### config.mk
export PLATFORM = sky130hd
export DESIGN_NAME = uart_rx_param
export DESIGN_NICKNAME = d
export VERILOG_FILES = /design/src/rtl/uart_rx_param.sv
export SDC_FILE = /design/constraint.sdc
export NUM_CORES = 1
export LEC_CHECK = 0
export ABC_AREA = 1
export CAP_MARGIN = 20
export CORE_UTILIZATION = 40
export DETAILED_ROUTE_END_ITERATION = 12
export PLACE_DENSITY = 0.69
export SLEW_MARGIN = 40
export SYNTH_ARGS = -nofsm -noshare
export SYNTH_HDL_FRONTEND = slang
export SYNTH_SLANG_ARGS = --single-unit
### constraint.sdc
create_clock -name clk -period 2 [get_ports clk]
set_input_delay 0.4 -clock clk [delete_from_list [all_inputs] [get_ports clk]]
set_output_delay 0.4 -clock clk [all_outputs]
set_load 0.01 [all_outputs]
### src/rtl/uart_rx_param.sv
// uart_rx_param: parametrised oversampling UART receiver.
// Sits between the shared baud tick generator and the command decoder / FIFO.
// Optional build macro UART_RX_MAJORITY_VOTE_EN: data, parity and stop bits are
// decided by a 2-of-3 vote over the last three ticks of each bit period instead
// of a single sample. Start-bit verification is always a single sample.
//
// state  | meaning
// IDLE   | line idle, waiting for a low level on a tick
// START  | verifying the start bit at its mid-point
// DATA   | shifting in DATA_BITS data bits, LSB first
// PARITY | sampling the parity bit (only when parity was enabled at frame start)
// STOP   | sampling STOP_BITS stop bits, publishing the result on the last one
module uart_rx_param #(
    parameter int DATA_BITS  = 8,
    parameter int OVERSAMPLE = 16,
    parameter int STOP_BITS  = 1
) (
    input  logic                 clk,
    input  logic                 reset,
    input  logic                 baud_rate_tick,
    input  logic                 rx,
    input  logic                 parity_en,
    input  logic                 parity_odd,
    output logic [DATA_BITS-1:0] o_rx_data,
    output logic                 o_rx_done,
    output logic                 o_rx_busy,
    output logic                 o_frame_err,
    output logic                 o_parity_err
);

    localparam int CNT_W = $clog2(OVERSAMPLE);
    localparam int BIT_W = $clog2(DATA_BITS + 1);

    localparam logic [CNT_W-1:0] CNT_HALF      = CNT_W'(OVERSAMPLE / 2 - 1);
    localparam logic [CNT_W-1:0] CNT_LAST      = CNT_W'(OVERSAMPLE - 1);
    localparam logic [BIT_W-1:0] BIT_DATA_LAST = BIT_W'(DATA_BITS - 1);
    localparam logic [BIT_W-1:0] BIT_STOP_LAST = BIT_W'(STOP_BITS - 1);

    typedef enum logic [2:0] {
        S_IDLE   = 3'd0,
        S_START  = 3'd1,
        S_DATA   = 3'd2,
        S_PARITY = 3'd3,
        S_STOP   = 3'd4
    } state_t;

    state_t               state;
    logic [CNT_W-1:0]     cnt;
    logic [BIT_W-1:0]     bit_idx;
    logic [DATA_BITS-1:0] shreg;
    logic                 par_en_q;
    logic                 par_odd_q;
    logic                 ferr;
    logic                 perr;
    logic                 rx_meta;
    logic                 rx_s;
    logic                 bit_sample;

    // Two-flop synchroniser; idle-high reset value so reset never looks like a start bit.
    always_ff @(posedge clk) begin
        if (reset) begin
            rx_meta <= 1'b1;
            rx_s    <= 1'b1;
        end else begin
            rx_meta <= rx;
            rx_s    <= rx_meta;
        end
    end

`ifdef UART_RX_MAJORITY_VOTE_EN
    logic vote_a;
    logic vote_b;

    // Capture the two samples preceding the decision tick of each data/parity/stop bit.
    always_ff @(posedge clk) begin
        if (reset) begin
            vote_a <= 1'b1;
            vote_b <= 1'b1;
        end else if (baud_rate_tick &&
                     (state == S_DATA || state == S_PARITY || state == S_STOP)) begin
            if (cnt == CNT_W'(OVERSAMPLE - 3)) vote_a <= rx_s;
            if (cnt == CNT_W'(OVERSAMPLE - 2)) vote_b <= rx_s;
        end
    end

    assign bit_sample = (vote_a & vote_b) | (vote_a & rx_s) | (vote_b & rx_s);
`else
    assign bit_sample = rx_s;
`endif

    // Receive FSM with registered outputs; everything but the done strobe moves only on ticks.
    always_ff @(posedge clk) begin
        if (reset) begin
            state        <= S_IDLE;
            cnt          <= '0;
            bit_idx      <= '0;
            shreg        <= '0;
            par_en_q     <= 1'b0;
            par_odd_q    <= 1'b0;
            ferr         <= 1'b0;
            perr         <= 1'b0;
            o_rx_data    <= '0;
            o_rx_done    <= 1'b0;
            o_rx_busy    <= 1'b0;
            o_frame_err  <= 1'b0;
            o_parity_err <= 1'b0;
        end else begin
            o_rx_done <= 1'b0;
            if (baud_rate_tick) begin
                case (state)
                    S_IDLE: begin
                        o_rx_busy <= 1'b0;
                        if (!rx_s) begin
                            state     <= S_START;
                            cnt       <= '0;
                            o_rx_busy <= 1'b1;
                            par_en_q  <= parity_en;
                            par_odd_q <= parity_odd;
                        end
                    end
                    S_START: begin
                        if (cnt == CNT_HALF) begin
                            if (rx_s) begin
                                state     <= S_IDLE;
                                cnt       <= '0;
                                o_rx_busy <= 1'b0;
                            end else begin
                                state   <= S_DATA;
                                cnt     <= '0;
                                bit_idx <= '0;
                                ferr    <= 1'b0;
                                perr    <= 1'b0;
                            end
                        end else begin
                            cnt <= cnt + 1'b1;
                        end
                    end
                    S_DATA: begin
                        if (cnt == CNT_LAST) begin
                            cnt   <= '0;
                            shreg <= {bit_sample, shreg[DATA_BITS-1:1]};
                            if (bit_idx == BIT_DATA_LAST) begin
                                bit_idx <= '0;
                                state   <= par_en_q ? S_PARITY : S_STOP;
                            end else begin
                                bit_idx <= bit_idx + 1'b1;
                            end
                        end else begin
                            cnt <= cnt + 1'b1;
                        end
                    end
                    S_PARITY: begin
                        if (cnt == CNT_LAST) begin
                            cnt   <= '0;
                            perr  <= (^shreg) ^ bit_sample ^ par_odd_q;
                            state <= S_STOP;
                        end else begin
                            cnt <= cnt + 1'b1;
                        end
                    end
                    S_STOP: begin
                        if (cnt == CNT_LAST) begin
                            cnt  <= '0;
                            ferr <= ferr | ~bit_sample;
                            if (bit_idx == BIT_STOP_LAST) begin
                                bit_idx      <= '0;
                                o_rx_data    <= shreg;
                                o_frame_err  <= ferr | ~bit_sample;
                                o_parity_err <= perr;
                                o_rx_done    <= 1'b1;
                                o_rx_busy    <= 1'b0;
                                state        <= S_IDLE;
                            end else begin
                                bit_idx <= bit_idx + 1'b1;
                            end
                        end else begin
                            cnt <= cnt + 1'b1;
                        end
                    end
                    default: begin
                        state     <= S_IDLE;
                        cnt       <= '0;
                        bit_idx   <= '0;
                        o_rx_busy <= 1'b0;
                    end
                endcase
            end
        end
    end

endmodule
* Yosys cells after proc, flatten, opt, wreduce, memory -nomap -nowiden *
Index checks and enable logic that the tools add are counted.

word-level totals
  flip-flop bits (word level) = 37
  output and inout port bits = 12
  word-level logic and storage cells = 93

cells by class
  add/subtract/negate cells = 2
  eq/ne operators = 16
  muxes and demuxes = 33
  bitwise logic cells = 9
  reduce and logical (&&, ||, !) cells = 18

operators by type and width
  kind                   number
  $mux W4                8
  $mux W3                8
  $ne A2 B2 Y1 const B   9
  $pmux W4 S4            1
  $pmux W3 S5            1
  $pmux W4 S3            1
  $reduce_and A6 Y1      2
  $mux W1                10
  $reduce_and A5 Y1      2
  $add A4 B1 Y4 const B  2
  $eq A4 B3 Y1 const B   2
  $reduce_and A8 Y1      1
  $reduce_xor A8 Y1      1
  $eq A3 B2 Y1 const B   2
  $not A1 Y1             6
  $reduce_and A3 Y1      2
  $eq A4 B4 Y1 const B   1
  $logic_not A4 Y1       1
  $pmux W1 S2            2
  $pmux W1 S4            1
  $reduce_and A4 Y1      1
  $reduce_bool A2 Y1     2
  $reduce_or A2 Y1       2
  $reduce_or A4 Y1       1
  8 further kinds        9

* Logic depth before layout (Yosys ltp) *
Gate-level depths: netlist of the first run.

  depth after elaboration = 5
  depth in mapped cells = 12
  gate-level depth less buffers = 12

* Least setup slack after synthesis of the first run *
OpenSTA, ideal clock, no wires.

  path type = reg-to-reg
  start point = register cnt[0]
  end point = register o_frame_err
  library setup time = 135 ps
  data arrival time = 1,328 ps
  path slack = 537 ps
  cell stages (with the launch flop) = 10
  path buffers = 1
  period minus slack after synthesis = 1,463 ps
  cell sequence = dfxtp_1 ha_1 nand2_1 inv_2 nand2_2 inv_1 nand2_2 nor3_4 buf_4 a211oi_2

on the way
  word-level cells in the longest chain between the ends = 2

RTL lines
  element                             line  text
  from (decl)                         48    logic [CNT_W-1:0] cnt;
  from (signal assigned)              135   cnt <= cnt + 1'b1;
  from (signal assigned)              149   cnt <= cnt + 1'b1;
  from (signal assigned)              158   cnt <= cnt + 1'b1;
  $eq A4 B4 Y1                        162   if (cnt == CNT_LAST) begin
  $reduce_and A4 Y1 (no source line)  n/a
  to (signal assigned)                168   o_frame_err <= ferr | ~bit_sample;
  to (decl)                           27    output logic o_frame_err,

Every way passes these cells.
A chain may end at the register's enable or synchronous reset.

* Worst setup path in the final report of the first run *
  start point = register cnt[0]
  end point = register o_rx_data[6]

on the way
  word-level cells in the longest chain between the ends = 2

RTL lines
  element                             line  text
  $eq A4 B4 Y1                        162
  $reduce_and A4 Y1 (no source line)  n/a
  to (signal assigned)                167   o_rx_data <= shreg;
  to (decl)                           24    output logic [DATA_BITS-1:0] o_rx_data,

Every way passes these cells.

==> results of run 1 <==
==> cells by family after synthesis <==
family	after synthesis
simple gates	121
compound gates	65
buf+inv	43
flops	37
xor+xnor	4
fa+ha+maj	3
==> sequential cells by signal, summed over array words and instances (netlist names), 3 cells and up <==
name / cells
bit_idx: 4
state: 3
o_rx_data: 8
cnt: 4
shreg: 8
==> metrics by stage <==
stage	hold slack [ns]	utilization
global placement	0.3901	0.4619
CTS	0.4140	0.4867
finish	0.4111	0.4867
global route	0.4245	0.4867
floorplan	0.3895	-
detailed placement	0.3965	0.4619
==> worst max-delay path by stage <==
stage | start | endpoint | depth (start not counted)
floorplan | cnt[0] | o_frame_err | 9
global placement | baud_rate_tick | o_rx_data[5] | 6
detailed placement | baud_rate_tick | state[2] | 7
CTS | cnt[0] | o_rx_data[6] | 10
global route | cnt[0] | shreg[5] | 9
finish | cnt[0] | o_rx_data[6] | 10
==> synthesized netlist by cell type, drive strengths merged <==
master,n,area [µm²]
nand2,73,304.0
a21oi,34,207.7
nor2,26,148.9
buf,5,38.78
nand3,16,85.08
inv,35,131.4
nor3,2,21.27
xnor2,1,8.760
nand4,1,6.260
dfxtp,37,740.7
xor2,3,26.28
nor4,1,6.260
clkbuf,3,11.26
or2,2,12.51
ha,3,37.54
o21ai,30,150.1
a211oi,1,12.51
==> area by class of cell <==
type | instances | share of cell area
clock inverter | 1 | 0.01315
inverter | 35 | 0.05753
tap | 54 | 0.02959
clock buffer | 7 | 0.03781
timing repair buffer | 21 | 0.08767
sequential | 37 | 0.3244
multi-input combinational | 193 | 0.4499
==> worst reg2reg max path: cells and delay by family (launching register included) <==
family / cells / cell delay (ns)
adder cells (fa/ha/maj): 1 / 0.18
flip-flops: 1 / 0.38
AO/OA/AOI/OAI: 2 / 0.23
AND/OR/NAND/NOR: 4 / 0.42
buffers and inverters: 3 / 0.39
==> per-layer routing <==
metal  vias to the layer above  GRT usage  routed length [µm]
li1                        917          -                   -
met1                       745     0.2110                1960
met2                        22     0.2799                1850
met3                         4    0.03657                 137
met4                         0    0.06318                  46
met5                         -          0                   0
==> where the power goes <==
| part | leakage, nW | internal [mW] | switching (mW) | total [mW] |
|---|---|---|---|---|
| registers | 0.299 | 0.797 | 0.0826 | 0.880 |
| clock network | 0.0585 | 0.406 | 0.263 | 0.670 |
| logic | 0.581 | 0.294 | 0.621 | 0.915 |
==> key figures, run 1 <==
Clock tree
  • CTS Hold Bufs: 0
  • Clk_lat worst skew: 0.29 ns
  • CTS max path bufs: 2
  • Post-CTS Setup Repair Bufs: 0
  • CTS tree: built
  • Post-cts sizing count: 0
  • Root Buffer: clkbuf_8
  • Clock sink total: 37
  • CTS H-tree depth: 2
  • CTS Buf Count: 5
  • Reg clk slew, reported paths: 0.07 ns

Worst hold path
  • Worst hold path class: reg2reg
  • Hold depth: 1
  • Start point of the worst hold path: rx_meta
  • Worst Hold Path EP: bit_sample

Synthesis
  • Synthesized area: 1949 µm²
  • Synth Area in Compound Gates: 0.1900
  • Post-synthesis simple-gate area fraction: 0.2997
  • Synth Area in XOR/XNOR: 0.01797
  • Largest family of logic cells by synthesized area: simple AND/OR/NAND/NOR gates
  • Cells after Synth: 273
  • Mean Syn Cell Area: 7.141 µm²
  • Yosys warning total: 0
  • Distinct cells, synth: 30
  • Post-synthesis mux area share: 0
  • Synthesized Nets: 282
  • Post-Synth Adder-Cell Area: 0.01926
  • FF+latch count, synth: 37
  • Sequential share of the synthesized area: 0.3800

Timing
  • Fin crit period: 1.672 ns
  • Final worst slack: about 0.33 ns
  • Final Setup Violations: 0
  • Least-Margin Pin Slew: 0.6635 ns
  • RSZ-0062 raised after global routing: false
  • Final Hold Viols: 0
  • Final period utilization: 0.8362
  • Final Max Tran Viols: 0
  • Layout Skew: 0.006573 ns
  • Maximum clock rate: 598.0 MHz
  • Relative slew slack: 0.5572
  • Setup_tns: 0 ns

Final layout
  • Commonest non-fill, non-tap cell in the layout: nand2_1
  • Diode count: 0
  • Area of the multi-input gates: 1027 µm²
  • Nets: 302
  • Share of layout cells above drive strength 1: 0.1667
  • Fillers: 462
  • Post-route insts no fill: roughly 350
  • Most frequent cells in the layout: 65 x nand2_1, 37 x dfxtp_1, 27 x inv_1
  • Area Overhead vs Synth: 17.14%
  • Post-route cell area: 2283 µm²
  • Sequential Area: 740.7 µm²

Critical path
  • Crit-path cells: ha_1 > nand2_1 > inv_2 > nand2_2 > inv_1 > nand2_2 > nor3_4 > buf_4 > o21ai_1 > a21oi_2
  • Arr. time, crit path: around 1.9 ns
  • R2R Path Start: cnt[0]
  • Worst reg-to-reg setup slack: 0.33 ns
  • Buf/Inv on CP: 3
  • Crit-path slowest cell: dfxtp_1
  • Slowest cell delay on critical path: 0.38 ns
  • Top delay family on crit path: simple AND/OR/NAND/NOR gates
  • Critical Path RT: 2.22 ns
  • Reg-to-reg endpoint: o_rx_data[6]
  • CP dominant cell by count: nand2_2
  • Critical path type: reg2reg
  • Worst Setup End Kind: flip-flop
  • Cells on worst reg2reg path: 10
  • Crit start category: flip-flop
  • CP Max Fanout: 10

Global routing
  • Vias in the first global route: between 1500 and 2000
  • Overflow after GRT: 0
  • Largest net degree at the start of global routing: 26
  • Total GRT Usage: 0.1674
  • Initial antenna violation count: 0
  • First-pass GRT wire length: 6837 µm

Route
  • Routed wire length: approximately 4000 µm
  • # DRC: 0
  • Vias per cell: 4.851
  • Router iterations before antenna repair: 4
  • Routed Antenna Nets: 0
  • Vias: 1688
  • Routed wire per std cell: 11.48 µm
  • DRT iter0 DRCs: 59

Floorplan
  • Initial core utilization: 0.4155
  • Die X: 71.81 µm
  • Die Area: ~5200 µm²
  • Io pins: 18
  • Total core area: 4692 µm²
  • # rows: 25
  • Die height: 71.81 µm

Placed design
  • DP Area: 2167 µm²
  • PortBufs: 17
  • Post-DP HPWL: 2870 µm
  • Pre-CTS setup slack: 0.2066 ns
  • GPL Wtd Cong: between 0.8 and 0.9
  • DP Cell Count: 340

Power
  • Total power draw: ~2.5 mW
  • Peak supply drop: 0.0004937 V
  • LEAKAGE: 0.9388 nW
  • PwrDens: 1079 nW/µm²

Flow run
  • Max-cap violations: 0

Status
  • Outcome: finished clean
(Power assumes the default switching activity.)
==> run 2: changes to the inputs <==
--- a/config.mk
+++ b/config.mk
@@ -9,7 +9,7 @@
 export CAP_MARGIN = 20
 export CORE_UTILIZATION = 40
 export DETAILED_ROUTE_END_ITERATION = 12
-export PLACE_DENSITY = 0.69
+export PLACE_DENSITY = 0.71
 export SLEW_MARGIN = 40
 export SYNTH_ARGS = -nofsm -noshare
 export SYNTH_HDL_FRONTEND = slang
==> constraint.sdc (replaced) <==
create_clock -name clk -period 1.4 [get_ports clk]
set_input_delay 0.28 -clock clk [delete_from_list [all_inputs] [get_ports clk]]
set_output_delay 0.28 -clock clk [all_outputs]
set_load 0.01 [all_outputs]
==> key figures, run 2 (same netlist as run 1, synthesis figures left out) <==
Floorplan
  • Die Area: 5157 µm² (unchanged)
  • Initial core utilization: 0.4155 (unchanged)
  • Io pins: 18 (unchanged)
  • Die height: 71.81 µm (unchanged)
  • # rows: 25 (unchanged)
  • Total core area: 4692 µm² (unchanged)
  • Die X: 71.81 µm (unchanged)

Final layout
  • Most frequent cells in the layout: 58 x nand2_1, 32 x dfxtp_1, 31 x buf_4 (was 65 x nand2_1, 37 x dfxtp_1, 27 x inv_1)
  • Share of layout cells above drive strength 1: 0.3394 (was 0.1667)
  • Area Overhead vs Synth: 37.93% (was 17.14%)
  • Biggest regs: o_rx_data (8), shreg (8) (unchanged)
  • Nets: 335 (was 302)
  • Commonest non-fill, non-tap cell in the layout: nand2_1 (unchanged)
  • Finished Core Util: 0.5731 (was 0.4867)
  • Post-route insts no fill: 381 (was 348)
  • Diode count: 0 (unchanged)

Critical path
  • Critical path type: reg2reg (unchanged)
  • Worst Setup End Kind: flip-flop (unchanged)
  • Crit-path slowest cell: dfxtp_4 (was dfxtp_1)
  • CP dominant cell by count: nand2_4 (was nand2_2)
  • Crit start category: flip-flop (unchanged)
  • CP Max Fanout: 5 (was 10)
  • Slowest cell delay on critical path: 0.37 ns (was 0.38 ns)
  • Critical Path RT: 1.63 ns (was 2.22 ns)
  • Crit-path cells: ha_4 > nand2_4 > inv_4 > nand2_4 > inv_4 > nand2_4 > nor3_4 > buf_6 > nor2_1 > a211oi_2 (was ha_1 > nand2_1 > inv_2 > nand2_2 > inv_1 > nand2_2 > nor3_4 > buf_4 > o21ai_1 > a21oi_2)
  • Arr. time, crit path: 1.72 ns (was 1.89 ns)

Clock tree
  • Clock sink total: 37 (unchanged)
  • CTS Buf Count: 5 (unchanged)
  • CTS H-tree depth: 2 (unchanged)
  • Root Buffer: clkbuf_8 (unchanged)
  • CTS max path bufs: 2 (unchanged)
  • CTS tree: built (unchanged)
  • Reg clk slew, reported paths: 0.08 ns (was 0.07 ns)
  • Clk_lat worst skew: 0.30 ns (was 0.29 ns)

Placed design
  • DP Cell Count: 366 (was 340)
  • PortBufs: 17 (unchanged)
  • GPL Wtd Cong: 0.8016 (was 0.8003)
  • Post-DP HPWL: 3249 µm (was 2870 µm)
  • Pre-CTS setup slack: -0.2831 ns (was 0.2066 ns)

Timing
  • Final Setup Violations: 15 (was 0)
  • Final period utilization: 1.065 (was 0.8362)
  • Relative slew slack: 0.7721 (was 0.5572)
  • Fin crit period: 1.492 ns (was 1.672 ns)
  • Layout Skew: 0.004936 ns (was 0.006573 ns)
  • RSZ-0062 raised after global routing: true (was false)
  • Final Hold Viols: 0 (unchanged)
  • Maximum clock rate: 670.4 MHz (was 598.0 MHz)
  • Least-Margin Pin Slew: 0.3414 ns (was 0.6635 ns)
  • Final worst slack: -0.09161 ns (was 0.3276 ns)
  • Final Max Tran Viols: 0 (unchanged)

Global routing
  • Vias in the first global route: 1711 (was 1555)
  • First-pass GRT wire length: 7714 µm (was 6837 µm)
  • Initial antenna violation count: 0 (unchanged)
  • Total GRT Usage: 0.1940 (was 0.1674)
  • Overflow after GRT: 0 (unchanged)
  • Largest net degree at the start of global routing: 20 (was 26)

Power
  • Net Switching: 1.695 mW (was 0.9666 mW)
  • Peak supply drop: 0.0007127 V (was 0.0004937 V)
  • Clock share of power: 0.225 (was 0.272)
  • PwrDens: 1579 nW/µm² (was 1079 nW/µm²)
  • Sw Share: 0.3993 (was 0.3923)
  • LEAKAGE: 1.223 nW (was 0.9388 nW)
  • Combinational share of power: 0.488 (was 0.371)
  • Sequential power share: 0.287 (was 0.357)
  • P_int: 2.551 mW (was 1.497 mW)

Route
  • Vias: 1896 (was 1688)
  • # DRC: 0 (unchanged)
  • Router iterations before antenna repair: 4 (unchanged)
  • Routed Antenna Nets: 0 (unchanged)
  • Routed wire per std cell: 12.41 µm (was 11.48 µm)
  • Vias per cell: 4.976 (was 4.851)
  • Routed wire length: 4729 µm (was 3994 µm)
  • DRT iter0 DRCs: 112 (was 59)

Flow run
  • Max-cap violations: 0 (unchanged)

Status
  • Failing checks: setup timing
  • Outcome: finished with violations (was finished clean)

Worst hold path
  • Worst hold path class: reg2reg (unchanged)
## run 2: worst paths after layout
kind	start	end	slack (ns)	cells past startpoint
max	cnt[0]	o_frame_err	-0.09	10
min	rx_meta	bit_sample	0.41	1
max reg2reg	cnt[0]	o_frame_err	-0.09	10
min reg2reg	rx_meta	bit_sample	0.41	1
## run 2: routing by layer
metal / vias to the layer above / track usage / part of all wire
met5: - / 0 / 0
met4: 0 / 0.08279 / 0.016
met3: 8 / 0.04641 / 0.032
met2: 26 / 0.3260 / 0.50
met1: 883 / 0.2369 / 0.45
li1: 979 / - / -
## run 2: worst max-delay path, delay by kind of cell (launching register included)
kind                       cells  cell delay [ns]
buffers and inverters          3             0.30
adders and majority gates      1             0.15
and+or+nand+nor                5             0.48
AOI/OAI and AO/OA              1             0.13
DFF                            1             0.37
## run 2: cell type report
| type | count | area [µm²] |
|---|---|---|
| Clock inverter | 3 | 46.29 |
| Multi-Input combinational cell | 193 | 1145 |
| Inverter | 35 | 138.9 |
| Timing Repair Buffer | 54 | 473.0 |
| Tap cell | 54 | 67.56 |
| Clock buffer | 5 | 68.82 |
| Sequential cell | 37 | 749.5 |
| Fill cell | 421 | 2003 |
## run 2: per-stage QoR
step / power [mW] / hold slack, ns / area, µm² / TNS (ns)
global placement: 2.925 / 0.3945 / 2415 / -5.685
CTS: 3.953 / 0.4174 / 2577 / -0.7737
finish: 4.246 / 0.4110 / 2689 / -0.8192
detailed placement: 2.947 / 0.3991 / 2415 / -6.222
floorplan: 2.330 / 0.3838 / 1981 / 0
global route: 4.503 / 0.4367 / 2689 / -2.718
## run 2: repair_timing
action,4_1_cts,5_1_grt
gates cloned,2,0
hold endpoints to repair,0,0
setup buffers,1,4
hold buffers,0,0
setup endpoints to repair,32,35
gates resized for setup,26,32
pin swaps,3,5
## run 2: power by group through the flow
stage               logic (mW)  clock network (mW)  registers [mW]
finish                    2.07               0.956            1.22
global route              2.24                1.03            1.23
CTS                       1.78               0.973            1.20
detailed placement        1.72                   0            1.23
global placement          1.70                   0            1.22
floorplan                 1.08                   0            1.25
